==> src/rtl/uart_tx_arbiter.sv <==
// Round-robin arbiter sharing one UART transmitter among NUM_REQ byte producers.
// Launches one captured byte per frame and follows tx_busy until the frame ends.
//
// state     | meaning
// ----------+---------------------------------------------------------------
// IDLE      | waiting for tx_busy low and a pending request; picks the winner
// LAUNCH    | one-cycle launch: tx_data_valid and req_ack pulse
// WAIT_BUSY | launched, waiting for the transmitter to raise tx_busy
// SENDING   | frame in flight, leaves when tx_busy falls
module uart_tx_arbiter #(
  parameter int DATA_WIDTH   = 8,
  parameter int NUM_REQ      = 4,
  parameter int BUSY_TIMEOUT = 4,
  localparam int ID_W  = $clog2(NUM_REQ),
  localparam int CNT_W = $clog2(BUSY_TIMEOUT + 1)
) (
  input  logic                          clk,
  input  logic                          reset,
  input  logic [NUM_REQ-1:0]            req,
  input  logic [NUM_REQ*DATA_WIDTH-1:0] req_data,
  input  logic                          tx_busy,
  output logic [NUM_REQ-1:0]            req_ack,
  output logic                          tx_data_valid,
  output logic [DATA_WIDTH-1:0]         tx_parallel_data,
  output logic [ID_W-1:0]               grant_id,
  output logic                          active,
  output logic                          tx_fault
);

  typedef enum logic [1:0] {
    IDLE      = 2'd0,
    LAUNCH    = 2'd1,
    WAIT_BUSY = 2'd2,
    SENDING   = 2'd3
  } state_t;

  state_t           state, state_next;
  logic [ID_W-1:0]  rr_ptr;
  logic [CNT_W-1:0] cnt, cnt_next, cnt_inc;

  logic [2*NUM_REQ-1:0] req_dbl;
  logic [NUM_REQ-1:0]   req_rot;
  logic [ID_W-1:0]      offset;
  logic [ID_W:0]        win_sum;
  logic [ID_W-1:0]      winner;
  logic                 found;
  logic [DATA_WIDTH-1:0] win_data;
  logic [NUM_REQ-1:0]   win_onehot;
  logic                 launch;
  logic                 fault;

  // Rotate the request vector so rr_ptr sits at bit 0; the lowest set bit wins.
  always_comb begin
    req_dbl = {req, req} >> rr_ptr;
    req_rot = req_dbl[NUM_REQ-1:0];
    found   = |req_rot;
    offset  = '0;
    for (int k = NUM_REQ - 1; k >= 0; k--) begin
      if (req_rot[k]) offset = ID_W'(k);
    end
    win_sum = {1'b0, rr_ptr} + {1'b0, offset};
    if (win_sum >= (ID_W+1)'(NUM_REQ)) winner = ID_W'(win_sum - (ID_W+1)'(NUM_REQ));
    else                               winner = win_sum[ID_W-1:0];
  end

  always_comb begin
    win_data   = '0;
    win_onehot = '0;
    for (int k = 0; k < NUM_REQ; k++) begin
      if (winner == ID_W'(k)) begin
        win_data      = req_data[k*DATA_WIDTH +: DATA_WIDTH];
        win_onehot[k] = 1'b1;
      end
    end
  end

  // cnt holds cycles elapsed since the LAUNCH cycle, so the fault lands
  // exactly BUSY_TIMEOUT cycles after the launch pulse.
  always_comb begin
    state_next = state;
    cnt_next   = cnt;
    cnt_inc    = cnt + CNT_W'(1);
    launch     = 1'b0;
    fault      = 1'b0;
    case (state)
      IDLE: begin
        cnt_next = '0;
        if (!tx_busy && found) begin
          state_next = LAUNCH;
          launch     = 1'b1;
        end
      end
      LAUNCH: begin
        state_next = WAIT_BUSY;
        cnt_next   = cnt_inc;
      end
      WAIT_BUSY: begin
        if (tx_busy) begin
          state_next = SENDING;
          cnt_next   = '0;
        end else if (cnt_inc == CNT_W'(BUSY_TIMEOUT)) begin
          state_next = IDLE;
          cnt_next   = '0;
          fault      = 1'b1;
        end else begin
          cnt_next = cnt_inc;
        end
      end
      SENDING: begin
        if (!tx_busy) state_next = IDLE;
      end
      default: state_next = IDLE;
    endcase
  end

  always_ff @(posedge clk or posedge reset) begin
    if (reset) begin
      state <= IDLE;
      cnt   <= '0;
    end else begin
      state <= state_next;
      cnt   <= cnt_next;
    end
  end

  always_ff @(posedge clk or posedge reset) begin
    if (reset) begin
      tx_data_valid    <= 1'b0;
      req_ack          <= '0;
      tx_parallel_data <= '0;
      grant_id         <= '0;
      active           <= 1'b0;
      tx_fault         <= 1'b0;
      rr_ptr           <= '0;
    end else begin
      tx_data_valid <= launch;
      req_ack       <= launch ? win_onehot : '0;
      tx_fault      <= fault;
      active        <= (state_next != IDLE);
      if (launch) begin
        tx_parallel_data <= win_data;
        grant_id         <= winner;
      end
      if (state == LAUNCH) begin
        rr_ptr <= (grant_id == ID_W'(NUM_REQ - 1)) ? '0 : grant_id + ID_W'(1);
      end
    end
  end

endmodule
==> config.mk <==
export PLATFORM = sky130hd
export DESIGN_NAME = uart_tx_arbiter
export DESIGN_NICKNAME = d
export VERILOG_FILES = /design/src/rtl/uart_tx_arbiter.sv
export SDC_FILE = /design/constraint.sdc
export NUM_CORES = 1
export LEC_CHECK = 0
export ABC_AREA = 1
export CORE_MARGIN = 2
export CORE_UTILIZATION = 41
export DETAILED_ROUTE_END_ITERATION = 8
export GPL_ROUTABILITY_DRIVEN = 0
export GPL_TIMING_DRIVEN = 0
export PLACE_DENSITY = 0.74
export SLEW_MARGIN = 20
export SYNTH_ARGS = -nofsm -noshare
export SYNTH_HDL_FRONTEND = slang
export SYNTH_SLANG_ARGS = --single-unit
export TNS_END_PERCENT = 1
==> constraint.sdc <==
create_clock -name clk -period 2 [get_ports clk]
set_input_delay 0.4 -clock clk [delete_from_list [all_inputs] [get_ports clk]]
set_output_delay 0.4 -clock clk [all_outputs]
set_load 0.02 [all_outputs]
# --- After elaboration in Yosys (flattened, before gate mapping) ---
# Index checks and enable logic that the tools add are counted.
classes:
  addsub: 4
  magnitude_cmp: 1
  eq_ne: 8
  n_shift: 1
  muxes: 28
  n_reduce_logical: 7
ops:
  columns: ["op", "count"]
  rows:
  - ["2-to-1 mux 8 bit", 4]
  - ["2-to-1 mux 2 bit", 10]
  - ["== test 2 bit (second input constant)", 5]
  - ["2-to-1 mux 1 bit", 9]
  - ["one-hot mux 3 bit (3 select lines)", 1]
  - ["one-hot mux 2 bit (4 select lines)", 1]
  - ["right shift 8 x 2 -> 4 bit", 1]
  - ["2-to-1 mux 3 bit", 2]
  - ["== test 2 x 1 -> 1 bit (second input constant)", 2]
  - ["zero test 2 bit", 2]
  - ["2-to-1 mux 4 bit", 1]
  - ["OR reduction 4 bit", 1]
  - ["adder 2 x 2 -> 3 bit", 1]
  - ["adder 3 x 1 -> 3 bit (second input constant)", 1]
  - ["== test 3 bit (second input constant)", 1]
  - [">= comparator 3 bit (second input constant)", 1]
  - ["nonzero test 3 bit", 1]
  - ["adder 2 x 1 -> 2 bit (second input constant)", 1]
  - ["nonzero test 2 bit", 1]
  - ["subtractor 2 x 1 -> 2 bit (second input constant)", 1]
  - ["logical AND 1 bit", 1]
  - ["zero test 1 bit", 1]
word_totals:
  reg_bits: 24
  input_bits: 39
  output_inout_bits: 17
  word_cells: 58

# --- Logic depth before layout (Yosys ltp) ---
logic_depth:
  ltp_word: 13
  ltp_mapped: 17
  mapped_depth_nobuf: 16

# --- Least setup slack after synthesis ---
# OpenSTA, ideal clock, no wires.
synth_timing:
  kind: "reg-to-reg"
  start: "register rr_ptr[0]"
  end: "register tx_parallel_data[7]"
  setup_time_ns: 0.116
  t_arrival_ns: 2.016
  required_ns: 1.884
  slack_ns: -0.133
  path_stages_with_launch: 17
  n_path_buf: 1
  period_less_slack_ns: 2.133
  path_cell_list: "dfrtp_1 > inv_2 > nand2_1 > nand3_1 > nand2_1 > nand3_1 > a21boi_0 > ha_1 > xor2_1 > inv_2 > nand3_4 > nand2_4 > buf_6 > o21ai_2 > nand3_1 > nand2_1 > nand2_1"
synth_via:
  elab_chain_cells: 13
  word_cells_on_any_way: 21
  cone_classes: "add/sub (2); order compare (1); eq/ne (3); shift (1); mux (11); reduce/logical (3)"
synth_lines:
  columns: ["item", "line_no", "source"]
  rows:
  - ["from (decl)", "38", "logic [ID_W-1:0] rr_ptr;"]
  - ["from (signal assigned)", "145", "rr_ptr <= (grant_id == ID_W'(NUM_REQ - 1)) ? '0 : grant_id + ID_W'(1);"]
  - ["right shift 8 x 2 -> 4 bit", "54", "req_dbl = {req, req} >> rr_ptr;"]
  - ["2-to-1 mux 2 bit (4 in series)", "59", "if (req_rot[k]) offset = ID_W'(k);"]
  - ["adder 2 x 2 -> 3 bit", "61", "win_sum = {1'b0, rr_ptr} + {1'b0, offset};"]
  - [">= comparator 3 bit / subtractor 2 x 1 -> 2 bit (equally long branches)", "62", "if (win_sum >= (ID_W+1)'(NUM_REQ)) winner = ID_W'(win_sum - (ID_W+1)'(NUM_REQ));"]
  - ["2-to-1 mux 2 bit", "62", null]
  - ["zero test 2 bit", "70", "if (winner == ID_W'(k)) begin"]
  - ["2-to-1 mux 8 bit (4 in series)", "70", null]
  - ["to (signal assigned)", "141", "tx_parallel_data <= win_data;"]
  - ["to (decl)", "24", "output logic [DATA_WIDTH-1:0] tx_parallel_data,"]
# Several ways; a longest one is shown, not always the timed one.
# A chain may end at the register's enable or synchronous reset.

# --- Final worst setup path ---
layout_timing:
  start: "register rr_ptr[0]"
  end: "register tx_parallel_data[2]"
# The elaborated chain is that of the path after synthesis.

==> key figures <==
STA
  • Setup slack of the critical path after layout: -0.216 ns
  • Total count of max-transition violations in the final report: 0
  • Final-report setup violation count: 8
  • Highest clock rate: 451 MHz
  • RSZ-0062 raised after global routing: true
  • Final hold violation count: 0
  • Final critical delay including setup and external delays: 2.22 ns
  • Clk_skew: 0.00503 ns
  • Worst-margin pin slew: 0.901 ns
  • Relative slew slack: 39.9%
  • Ratio of final minimum period to clock period: 111%
  • Setup TNS: -1.11 ns

Cells and area
  • FF/Latch Area: 603 µm²
  • Area growth from synthesis to layout: 59.5%
  • Area of combinational cells with multiple inputs: 980 µm²
  • Antenna diode count: 0
  • Fraction of final layout cells sized beyond drive strength 1: 20.7%
  • Count of nets after finishing: 350
  • Fill cell total of the finished layout: 314

Detailed routing
  • ANT nets after route: 0
  • Drt total wl: 4590 µm
  • Per-cell routed wire length: 13.2 µm
  • 1st-iter DRT viols: 73
  • First-pass iteration count of the detailed router: 4
  • Ratio of routed vias to standard cells: 4.87
  • Remaining DRCs: 0
  • Vias post-DR: 1691

Clock network
  • Clock insertion delay at the later pin of the skew report: 0.27 ns
  • Root Buffer: clkbuf_8
  • CTS sink count: 24
  • Number of hold buffers added after cts: 0
  • Deepest level of the CTS H-tree: 1
  • Clock Pin Slew Worst Setup and Hold Paths: 0.09 ns
  • Buffer levels on the longest clock path: 2
  • CTS Buf Count: 3
  • Clock tree from TritonCTS: yes

Power and ir drop
  • Sequential cell fraction of total power: 16.5%
  • Total leakage power: 1.29 nW
  • Peak ir drop on the vdd network: 1.12 mV
  • Pwr/cell area: 1940 mW/mm²
  • Post-layout total power: 0.00501 W
  • Internal power summed over all cells: 0.00261 W
  • Fraction of power spent switching nets: 47.8%
  • Net switching power: 0.00240 W
  • Clock network fraction of total power: 8.7%
  • Combinational share of power: 74.8%

Yosys
  • Library cell with the largest summed area after synthesis: dfrtp_1
  • Most instantiated flip-flop cell in the synthesis netlist: dfrtp_1
  • Number of warnings printed during yosys synthesis: 0
  • Synth top area share: 37.2%
  • Post-synth ARST share: 100%
  • Number of nets in the synthesized netlist: 276
  • Register bit count reported by yosys: 24
  • Mux share of post-synthesis cell area: 0%
  • Count of cell types in the netlist: 26
  • Part of the Yosys area used for sequential elements: 37.2%
  • Compound-gate portion of the synthesized area: 5.89%
  • Cell count after synthesis: 226
  • Post-Synth Simple-Gate Area: 38.3%
  • Top area cells in the synthesized netlist: dfrtp_1, nand2_1, nand3_1, ha_1, inv_1
  • Post-Synth XOR/XNOR Area: 0.542%
  • Number of synthesized flops with an enable pin: 0
  • Average size of a mapped cell: 7.15 µm²
  • Most used standard cell by instance count after synthesis: nand2_1
  • Main combinational cell family by area after synthesis: simple AND/OR/NAND/NOR gates
  • Top cells by count, synth: nand2_1, nand3_1, inv_1
  • Synthesized area: 0.00162 mm²
  • Adder-cell area share of the yosys netlist: 8.52%

Floorplan
  • Die Y-Extent: 66.8 µm
  • Starting utilization of the core area: 43.5%
  • Core footprint: 0.00372 mm²
  • Die Area: 0.00446 mm²
  • Std-Cell Rows: 22
  • Horizontal die dimension: 66.8 µm
  • Count of boundary I/O pins: 56

GRT
  • Overall track demand over capacity in global routing: 21.6%
  • Initial antenna violation count: 0
  • Global-route wire length before repair: 7260 µm
  • Global routing met3 resource utilization: 3.21%
  • Global Route met1 Usage: 27.2%
  • Total global routing overflow: 0
  • Vias in the first global route: 1637
  • Most used routing layer in global routing: met2
  • Largest net degree at the start of global routing: 25
  • Global-route track usage on met2: 38.1%

Placement
  • Port bufs: 55
  • Pre-CTS setup slack: -0.702 ns
  • Detailed placer's ending HPWL: 3030 µm

Worst setup path
  • Crit path largest cell delay: 0.47 ns
  • Critical Path Slowest Stage Cell: dfrtp_2
  • Crit Path Class: reg -> reg
  • Startpoint Class: flip-flop
  • Cell chain of the critical path: inv_4, nand2_2, nand3_1, nand2_1, a21boi_2, ha_4, xor2_4, inv_2, nand3_4, nand2_4, buf_6, inv_4, nor2_1, nor2_2, nand2_1, nand2_1
  • Crit-path max FO: 6
  • Data arrival time of the worst path: 2.39 ns
  • Category of the worst setup path capture point: flip-flop
  • CP required: 2.17 ns
  • Most prevalent standard cell on the critical path: nand2_1

Flow run
  • Number of maximum-capacitance constraint violations: 0

Run status
  • Run status: complete, but fails checks
  • Violated checks: negative setup slack

Worst hold path
  • Hold/Removal Path Class: reg -> reg
-- flip-flops by register name, indices dropped and copies added (netlist names) --
register and flops:
active 1, cnt 3, grant_id 2, req_ack 4, rr_ptr 2, state 2
tx_data_valid 1, tx_fault 1, tx_parallel_data 8
-- what timing repair did --
action                                  4_1_cts  5_1_grt
pin swaps                                    13        6
buffers inserted                             12        1
endpoints found under the setup margin       13       14
gates cloned                                  1        0
resized for setup                            34        8
-- area by class of cell --
cell class | instances | share of cell area [%]
sequential | 24 | 23.4
clock buffer | 3 | 1.60
clock inverter | 1 | 1.17
multi-input combinational | 163 | 38.0
buffer | 4 | 1.51
timing repair buffer | 69 | 26.7
tap | 48 | 2.33
inverter | 35 | 5.29
-- critical path: cells and delay by family (launching register included) --
| family | cells | cell delay (ns) |
|---|---|---|
| XOR/XNOR | 1 | 0.16 |
| buffers and inverters | 4 | 0.37 |
| AND/OR/NAND/NOR | 9 | 0.79 |
| adder cells (fa/ha/maj) | 1 | 0.17 |
| flip-flops | 1 | 0.47 |
| AO/OA/AOI/OAI | 1 | 0.17 |
-- power groups by stage --
stage          Clock (W)  Combinational (W)  Sequential (W)
2_1_floorplan          0            0.00177        0.000985
3_3_place_gp           0            0.00266        0.000835
3_5_place_dp           0            0.00269        0.000836
4_1_cts         0.000438            0.00355        0.000829
5_1_grt         0.000458            0.00411        0.000848
6_report        0.000437            0.00374        0.000828
-- cells in the final DEF (no fill, tap or decap), types with 2 or more instances in the layout --
master	instances
clkdlybuf4s50_1	51
buf_6	2
nand2_4	5
inv_2	6
buf_4	11
a31oi_1	2
nand3_4	2
nor2_1	13
nand2_1	65
inv_1	27
nand3_1	24
inv_4	2
dfrtp_2	2
dlygate4sd2_1	4
clkbuf_8	3
nand4_1	7
ha_1	10
nand3_2	7
o21ai_0	7
nand2_2	10
dfrtp_1	22
-- path summary, 6_finish.rpt --
kind	slack (ns)	startpoint	depth (start not counted)	end
max	-0.22	rr_ptr[0]	16	tx_parallel_data[2]
min	0.49	cnt[1]	2	cnt[1]
max reg2reg	-0.22	rr_ptr[0]	16	tx_parallel_data[2]
min reg2reg	0.49	cnt[1]	2	cnt[1]
max in group asynchronous	0.77	reset	2	rr_ptr[0]
min in group asynchronous	0.61	reset	2	tx_data_valid
-- through the flow --
step,instance area [µm²],instances,utilization [%],hold WS [ns]
after CTS,2540,346,68.2,0.498
after floorplan,1630,226,-,0.415
after detailed placement,2240,329,60.2,0.469
after global placement,2240,329,60.2,0.470
after global routing,2580,347,69.3,0.518
final,2580,347,69.3,0.488
-- logic make-up (layout without fill, tap and decap cells) --
group,after synthesis,count (layout)
simple gates,136,136
xor+xnor,1,1
flops,24,24
fa+ha+maj,11,11
compound gates,15,15
buf+inv,39,112
-- routing by layer --
layer	share of wire, %	routed length (µm)
met3	4.7	215
met4	1.3	61
met5	0	0
met2	51	2350
met1	43	1960
(Power assumes the default switching activity.)
